<file path="config.mk">
export PLATFORM = sky130hd
export DESIGN_NAME = bp_stream_nbf_responder
export DESIGN_NICKNAME = d
export VERILOG_FILES = /design/src/rtl/bp_stream_nbf_responder.sv
export SDC_FILE = /design/constraint.sdc
export NUM_CORES = 1
export LEC_CHECK = 0
export BUFFER_PORTS_ARGS = -buffer_cell sky130_fd_sc_hd__buf_2
export CAP_MARGIN = 20
export CORE_AREA = 5 5 203 205
export CTS_CLUSTER_DIAMETER = 200
export DETAILED_ROUTE_END_ITERATION = 6
export DIE_AREA = 0 0 208 210
export PLACE_DENSITY = 0.5
export SLEW_MARGIN = 15
export SYNTH_ARGS = -nofsm -noshare
export SYNTH_HDL_FRONTEND = slang
export SYNTH_SLANG_ARGS = --single-unit
</file>
<file path="constraint.sdc">
create_clock -name clk_i -period 6.9 [get_ports clk_i]
set_input_delay 1.035 -clock clk_i [delete_from_list [all_inputs] [get_ports clk_i]]
set_output_delay 1.035 -clock clk_i [all_outputs]
set_load 0.02 [all_outputs]
</file>
<file path="src/rtl/bp_stream_nbf_responder.sv">
// bp_stream_nbf_responder: packs uncached BedRock forward commands into NBF records, streams them to the host and returns reverse responses
// Header layout (LSB first): msg_type[3:0], subop[7:4], addr[paddr], size[3], payload.
module bp_stream_nbf_responder
  #(parameter int paddr_width_p = 40
   ,parameter int io_data_width_p = 64
   ,parameter int payload_width_p = 16
   ,parameter int stream_data_width_p = 32
   ,parameter int nbf_opcode_width_p = 8
   ,parameter int nbf_addr_width_p = paddr_width_p
   ,parameter int nbf_data_width_p = 64
   ,localparam int mem_header_width_lp = payload_width_p + 3 + paddr_width_p + 8
   )
  (input  logic                            clk_i
  ,input  logic                            reset_i
  ,input  logic [mem_header_width_lp-1:0]  mem_fwd_header_i
  ,input  logic                            mem_fwd_header_v_i
  ,output logic                            mem_fwd_header_ready_and_o
  ,input  logic                            mem_fwd_has_data_i
  ,input  logic [io_data_width_p-1:0]      mem_fwd_data_i
  ,input  logic                            mem_fwd_data_v_i
  ,output logic                            mem_fwd_data_ready_and_o
  ,input  logic                            mem_fwd_last_i
  ,output logic [mem_header_width_lp-1:0]  mem_rev_header_o
  ,output logic                            mem_rev_header_v_o
  ,input  logic                            mem_rev_header_ready_and_i
  ,output logic                            mem_rev_has_data_o
  ,output logic [io_data_width_p-1:0]      mem_rev_data_o
  ,output logic                            mem_rev_data_v_o
  ,input  logic                            mem_rev_data_ready_and_i
  ,output logic                            mem_rev_last_o
  ,output logic                            stream_v_o
  ,input  logic                            stream_ready_and_i
  ,output logic [stream_data_width_p-1:0]  stream_data_o
  ,input  logic                            stream_v_i
  ,output logic                            stream_ready_o
  ,input  logic [stream_data_width_p-1:0]  stream_data_i
  );

   localparam int rec_w = nbf_opcode_width_p + nbf_addr_width_p + nbf_data_width_p;
   localparam int nbf_num_flits_lp = (rec_w + stream_data_width_p - 1) / stream_data_width_p;
   localparam int rd_num_flits_lp = (nbf_data_width_p + stream_data_width_p - 1) / stream_data_width_p;
   localparam int pad_w = nbf_num_flits_lp * stream_data_width_p;
   localparam int rd_w = rd_num_flits_lp * stream_data_width_p;
   localparam int cw = nbf_num_flits_lp > 1 ? $clog2(nbf_num_flits_lp) : 1;
   localparam int rcw = rd_num_flits_lp > 1 ? $clog2(rd_num_flits_lp) : 1;
   localparam logic [cw-1:0] flit_last = cw'(nbf_num_flits_lp - 1);
   localparam logic [rcw-1:0] rd_last = rcw'(rd_num_flits_lp - 1);

   typedef enum logic [1:0] {READY, SEND, RD_WAIT, RESP} state_e;

   state_e state, state_n;
   logic [cw-1:0] cnt;
   logic [rcw-1:0] rcnt;
   logic h_done, d_done, rd_r, accept, rd_n, wr_n, unused;
   logic [1:0] s_r, s_n;
   logic [2:0] size;
   logic [nbf_opcode_width_p-1:0] op_n;
   logic [nbf_data_width_p-1:0] d_in, wdata;
   logic [mem_header_width_lp-1:0] hdr_r;
   logic [rec_w-1:0] rec_r, rec_n;
   logic [nbf_num_flits_lp-1:0][stream_data_width_p-1:0] flits;
   logic [rd_num_flits_lp-1:0][stream_data_width_p-1:0] rdata;
   logic [rd_w-1:0] rd_flat;
   logic [io_data_width_p-1:0] rep;

   assign unused = mem_fwd_last_i;

   // Build the NBF record from the command currently offered on the forward port
   always_comb begin
      size  = mem_fwd_header_i[8+paddr_width_p +: 3];
      s_n   = size > 3'd3 ? 2'd3 : size[1:0];
      rd_n  = mem_fwd_header_i[3:0] == 4'd2;
      wr_n  = mem_fwd_header_i[3:0] == 4'd3;
      op_n  = rd_n ? nbf_opcode_width_p'({3'b100, s_n})
            : wr_n ? nbf_opcode_width_p'(s_n)
            : nbf_opcode_width_p'(8'hFE);
      d_in  = (mem_fwd_has_data_i & ~rd_n) ? mem_fwd_data_i[nbf_data_width_p-1:0] : '0;
      wdata = s_n == 2'd0 ? nbf_data_width_p'(d_in[7:0])
            : s_n == 2'd1 ? nbf_data_width_p'(d_in[15:0])
            : s_n == 2'd2 ? nbf_data_width_p'(d_in[31:0])
            : d_in;
      rec_n = {op_n, nbf_addr_width_p'(mem_fwd_header_i[8 +: paddr_width_p]), wdata};
   end

   // Next state and handshake outputs; every output defaults low
   always_comb begin
      state_n            = state;
      accept             = 1'b0;
      stream_v_o         = 1'b0;
      stream_ready_o     = 1'b0;
      mem_rev_header_v_o = 1'b0;
      mem_rev_data_v_o   = 1'b0;
      case (state)
         READY: begin
            accept  = mem_fwd_header_v_i & (~mem_fwd_has_data_i | mem_fwd_data_v_i);
            state_n = accept ? SEND : READY;
         end
         SEND: begin
            stream_v_o = 1'b1;
            state_n    = (stream_ready_and_i && cnt == flit_last) ? (rd_r ? RD_WAIT : RESP) : SEND;
         end
         RD_WAIT: begin
            stream_ready_o = 1'b1;
            state_n        = (stream_v_i && rcnt == rd_last) ? RESP : RD_WAIT;
         end
         default: begin
            mem_rev_header_v_o = ~h_done;
            mem_rev_data_v_o   = rd_r & ~d_done;
            state_n = ((h_done | mem_rev_header_ready_and_i)
                       & (~rd_r | d_done | mem_rev_data_ready_and_i)) ? READY : RESP;
         end
      endcase
   end

   assign mem_fwd_header_ready_and_o = accept;
   assign mem_fwd_data_ready_and_o   = accept;

   assign flits   = pad_w'(rec_r);
   assign rd_flat = rdata;
   assign rep = s_r == 2'd0 ? {(io_data_width_p/8){rd_flat[7:0]}}
              : s_r == 2'd1 ? {(io_data_width_p/16){rd_flat[15:0]}}
              : s_r == 2'd2 ? {(io_data_width_p/32){rd_flat[31:0]}}
              : {(io_data_width_p/64){rd_flat[63:0]}};

   assign stream_data_o      = state == SEND ? flits[cnt] : '0;
   assign mem_rev_header_o   = state == RESP ? hdr_r : '0;
   assign mem_rev_has_data_o = state == RESP & rd_r;
   assign mem_rev_data_o     = (state == RESP & rd_r) ? rep : '0;
   assign mem_rev_last_o     = mem_rev_data_v_o;

   // State, flit counters and response completion flags
   always_ff @(posedge clk_i) begin
      if (reset_i) begin
         state  <= READY;
         cnt    <= '0;
         rcnt   <= '0;
         h_done <= 1'b0;
         d_done <= 1'b0;
      end else begin
         state  <= state_n;
         cnt    <= accept ? '0 : cnt + cw'(stream_v_o & stream_ready_and_i);
         rcnt   <= accept ? '0 : rcnt + rcw'(stream_ready_o & stream_v_i);
         h_done <= ~accept & (h_done | (mem_rev_header_v_o & mem_rev_header_ready_and_i));
         d_done <= ~accept & (d_done | (mem_rev_data_v_o & mem_rev_data_ready_and_i));
      end
   end

   // Command capture and inbound read-data capture
   always_ff @(posedge clk_i) begin
      if (accept) begin
         hdr_r <= mem_fwd_header_i;
         rec_r <= rec_n;
         rd_r  <= rd_n;
         s_r   <= s_n;
      end
      if (stream_ready_o & stream_v_i)
         rdata[rcnt] <= stream_data_i;
   end

endmodule
</file>
==> impl_metrics.csv <==
group,metric,value,unit
global_routing,grt_pass1_wl,45600,µm
critical_path,crit_path_max_incr_delay,570,ps
layout,final_util,0.324,
clock_network,post-cts-setup-buffer-count,0,
floorplan,die_h,210,µm
power,p_per_area,244,nW/µm²
sta,fin_tns_setup,0,ps
outcome,status,"complete, no violations",
synth,synth.area.top_cells,"edfxtp_1 (63%), mux2i_1 (5.0%), and3_1 (4.5%)",
global_routing,track_usage,0.134,
global_routing,grt_busiest_layer,"met2",
clock_network,cts_max_level,1,
clock_network,clkTransAtPathRegs,60,ps
critical_path,critPathRequiredTime,5860,ps
clock_network,clk_latency,540,ps
critical_path,crit_fanout,39,
global_routing,groute.layer.met2.usage,0.217,
sta,slew_headroom,0.293,
critical_path,path_cells,"and2_1, nand2_1, buf_4, inv_1, o21ai_0, a21oi_1, buf_2",
drt,remaining_drc_errors,0,
synth,synth_edf_count,202,
drt,ant_nets,0,
layout,layout-drive-gt1-share,0.431,
floorplan,start_util,0.245,
synth,post-synth-top-area-cell,"edfxtp_1",
synth,seq_area_frac_synth,0.644,
flow_run,maxCapViolations,0,
drt,routed_wl,31200,µm
synth,ys_types,34,
sta,hold_ws,512,ps
global_routing,grt_max_degree,83,
critical_path,critPathKind,"reg -> out",
critical_path,end_kind,"primary output",
floorplan,dieArea,43700,µm²
global_routing,overflow,0,
sta,slew_viol_final,0,
placement,post-place-ws,3610,ps
sta,fin_worst_skew,8.73,ps
layout,finalNetCount,1237,
drt,dr_total_vias,7158,
sta,setup-violations-final,0,
power,p_sw_frac,0.224,
clock_network,ctsHoldBuffers,0,
synth,synth_ff_type,"edfxtp_1",
critical_path,critical_path.top_delay_family,"buffers and inverters",
synth,synth_area_per_cell,13.1,µm²
sta,fin_ws,3120,ps
clock_network,cts-resized-gates,0,
placement,place_congestion,0.817,
drt,drt_first_iter_violations,481,
power,p_comb_frac,0.076,
sta,worst_slew_pin_slew,1060,ps
power,p_clk_frac,0.449,
sta,min_period_over_period,0.548,
synth,syn_area,9640,µm²
critical_path,path_buf_inv,3,
clock_network,clkSinkCount,209,
placement,io_buffers,342,
synth,syn_nets,914,
min_path,min_path_type,"reg -> reg",
drt,wl_per_cell,19.4,µm
global_routing,grtUsageMet1,0.175,
power,intPower,2410,µW
global_routing,antenna_found_initial,8,
clock_network,cts_tree,"yes",
clock_network,clk_path_buf_depth,3,
placement,hpwlAfterDp,21500,µm
synth,netlist.area_leader.share,0.629,
power,ir_drop,0.197,mV
power,p_leak,0.00563,µW
global_routing,use_met3,0.0488,
sta,rsz0062_at_grt,"false",
sta,min_period,3780,ps
layout,areaGrowthSynthToFinish,32.0,%
synth,synth-warning-count,0,
floorplan,die_x,208,µm
critical_path,critPathSlowestCell,"inv_1",
floorplan,num_io_pins,344,
floorplan,rows,73,
layout,final_cell_mix,"buf_2 (342), edfxtp_1 (202), and3_1 (69)",
drt,dr.pass1.iters,4,
layout,mostFrequentLayoutCell,"buf_2",
clock_network,cts_buffers,26,
floorplan,coreArea,39300,µm²
synth,syn_inst,736,
synth,synth-seq-cells,209,
clock_network,cts-root-buf,"clkbuf_16",
sta,final_hold_viol_count,0,
synth,synthArstFlopShare,0,
drt,routed_via_density,4.45,
global_routing,grt_pass1_vias,7362,
sta,max_clock_freq,265,MHz
power,pwr-share-seq,0.474,
critical_path,critPathArrivalTime,2740,ps
power,switchingPower,695,µW
critical_path,start_kind,"flop",
-- final timing paths --
path	startpoint	end	slack, ps	cells after the start
max	state[1]$_SDFF_PP0_	mem_rev_data_o[56]	3120	7
min	d_done$_SDFF_PP0_	d_done$_SDFF_PP0_	510	2
max reg2reg	state[0]$_SDFF_PP0_	hdr_r[22]$_DFFE_PP_	4210	4
min reg2reg	d_done$_SDFF_PP0_	d_done$_SDFF_PP0_	510	2
-- worst min-delay path: cells and delay by family (launching register included) --
family	cells	cell delay (ps)
AND/OR/NAND/NOR	1	70
AO/OA/AOI/OAI	1	50
flip-flops	1	360
-- flip-flops by register name, indices dropped and copies added, names as in the netlist --
name and count:
rd_flat 64, rec_r 68, rcnt 1, state 2, h_done 1, rd_r 1, s_r 2, cnt 2
d_done 1, hdr_r 67
-- power groups by stage --
stage	registers, µW	clock network, µW	logic [µW]
after CTS	1480	1450	242
after floorplan	1500	0	134
final	1470	1400	236
after detailed placement	1500	0	241
after global routing	1480	1500	261
after global placement	1500	0	239
-- logic make-up (layout without fill, tap and decap cells) --
logic type	after synthesis	after routing	synth area share
simple gates	276	276	0.168
flops	209	209	0.644
compound gates	105	105	0.0640
buf+inv	76	419	0.0357
mux	64	64	0.0814
fa+ha+maj	5	5	0.00649
xor+xnor	1	1	0.000909
other cells	0	5	0
-- per-stage QoR --
step           instances  power [µW]  cell area, µm²
2_1_floorplan        736        1630            9640
3_3_place_gp        1556        1740           11800
3_5_place_dp        1556        1740           11800
4_1_cts             1604        3160           12700
5_1_grt             1606        3240           12700
6_report            1609        3110           12700
-- final cells by class --
cell class	instances	area (µm²)
Sequential cell	209	6210
Timing Repair Buffer	356	1820
Inverter	15	56.3
Clock inverter	15	176
Tap cell	525	657
Multi-Input combinational cell	451	3100
Fill cell	4028	26500
Antenna cell	5	12.5
Clock buffer	33	698
-- cells in the mapped netlist, types with 11 or more instances --
| master | number |
|---|---|
| buf_2 | 12 |
| a211oi_1 | 23 |
| a21oi_1 | 52 |
| nand2_1 | 39 |
| and3_1 | 70 |
| o21ai_0 | 21 |
| or2_2 | 17 |
| nor2_1 | 33 |
| mux4_2 | 11 |
| nor2b_1 | 11 |
| and3_2 | 30 |
| and2_1 | 57 |
| clkbuf_1 | 27 |
| inv_1 | 15 |
| mux2i_1 | 48 |
| edfxtp_1 | 202 |
-- layer usage --
metal,vias to the layer above,wire [µm]
li1,3377,-
met1,3424,13500
met2,307,14200
met3,42,2950
met4,8,488
met5,-,53
No activity file was read; power rests on OpenSTA's default activity.
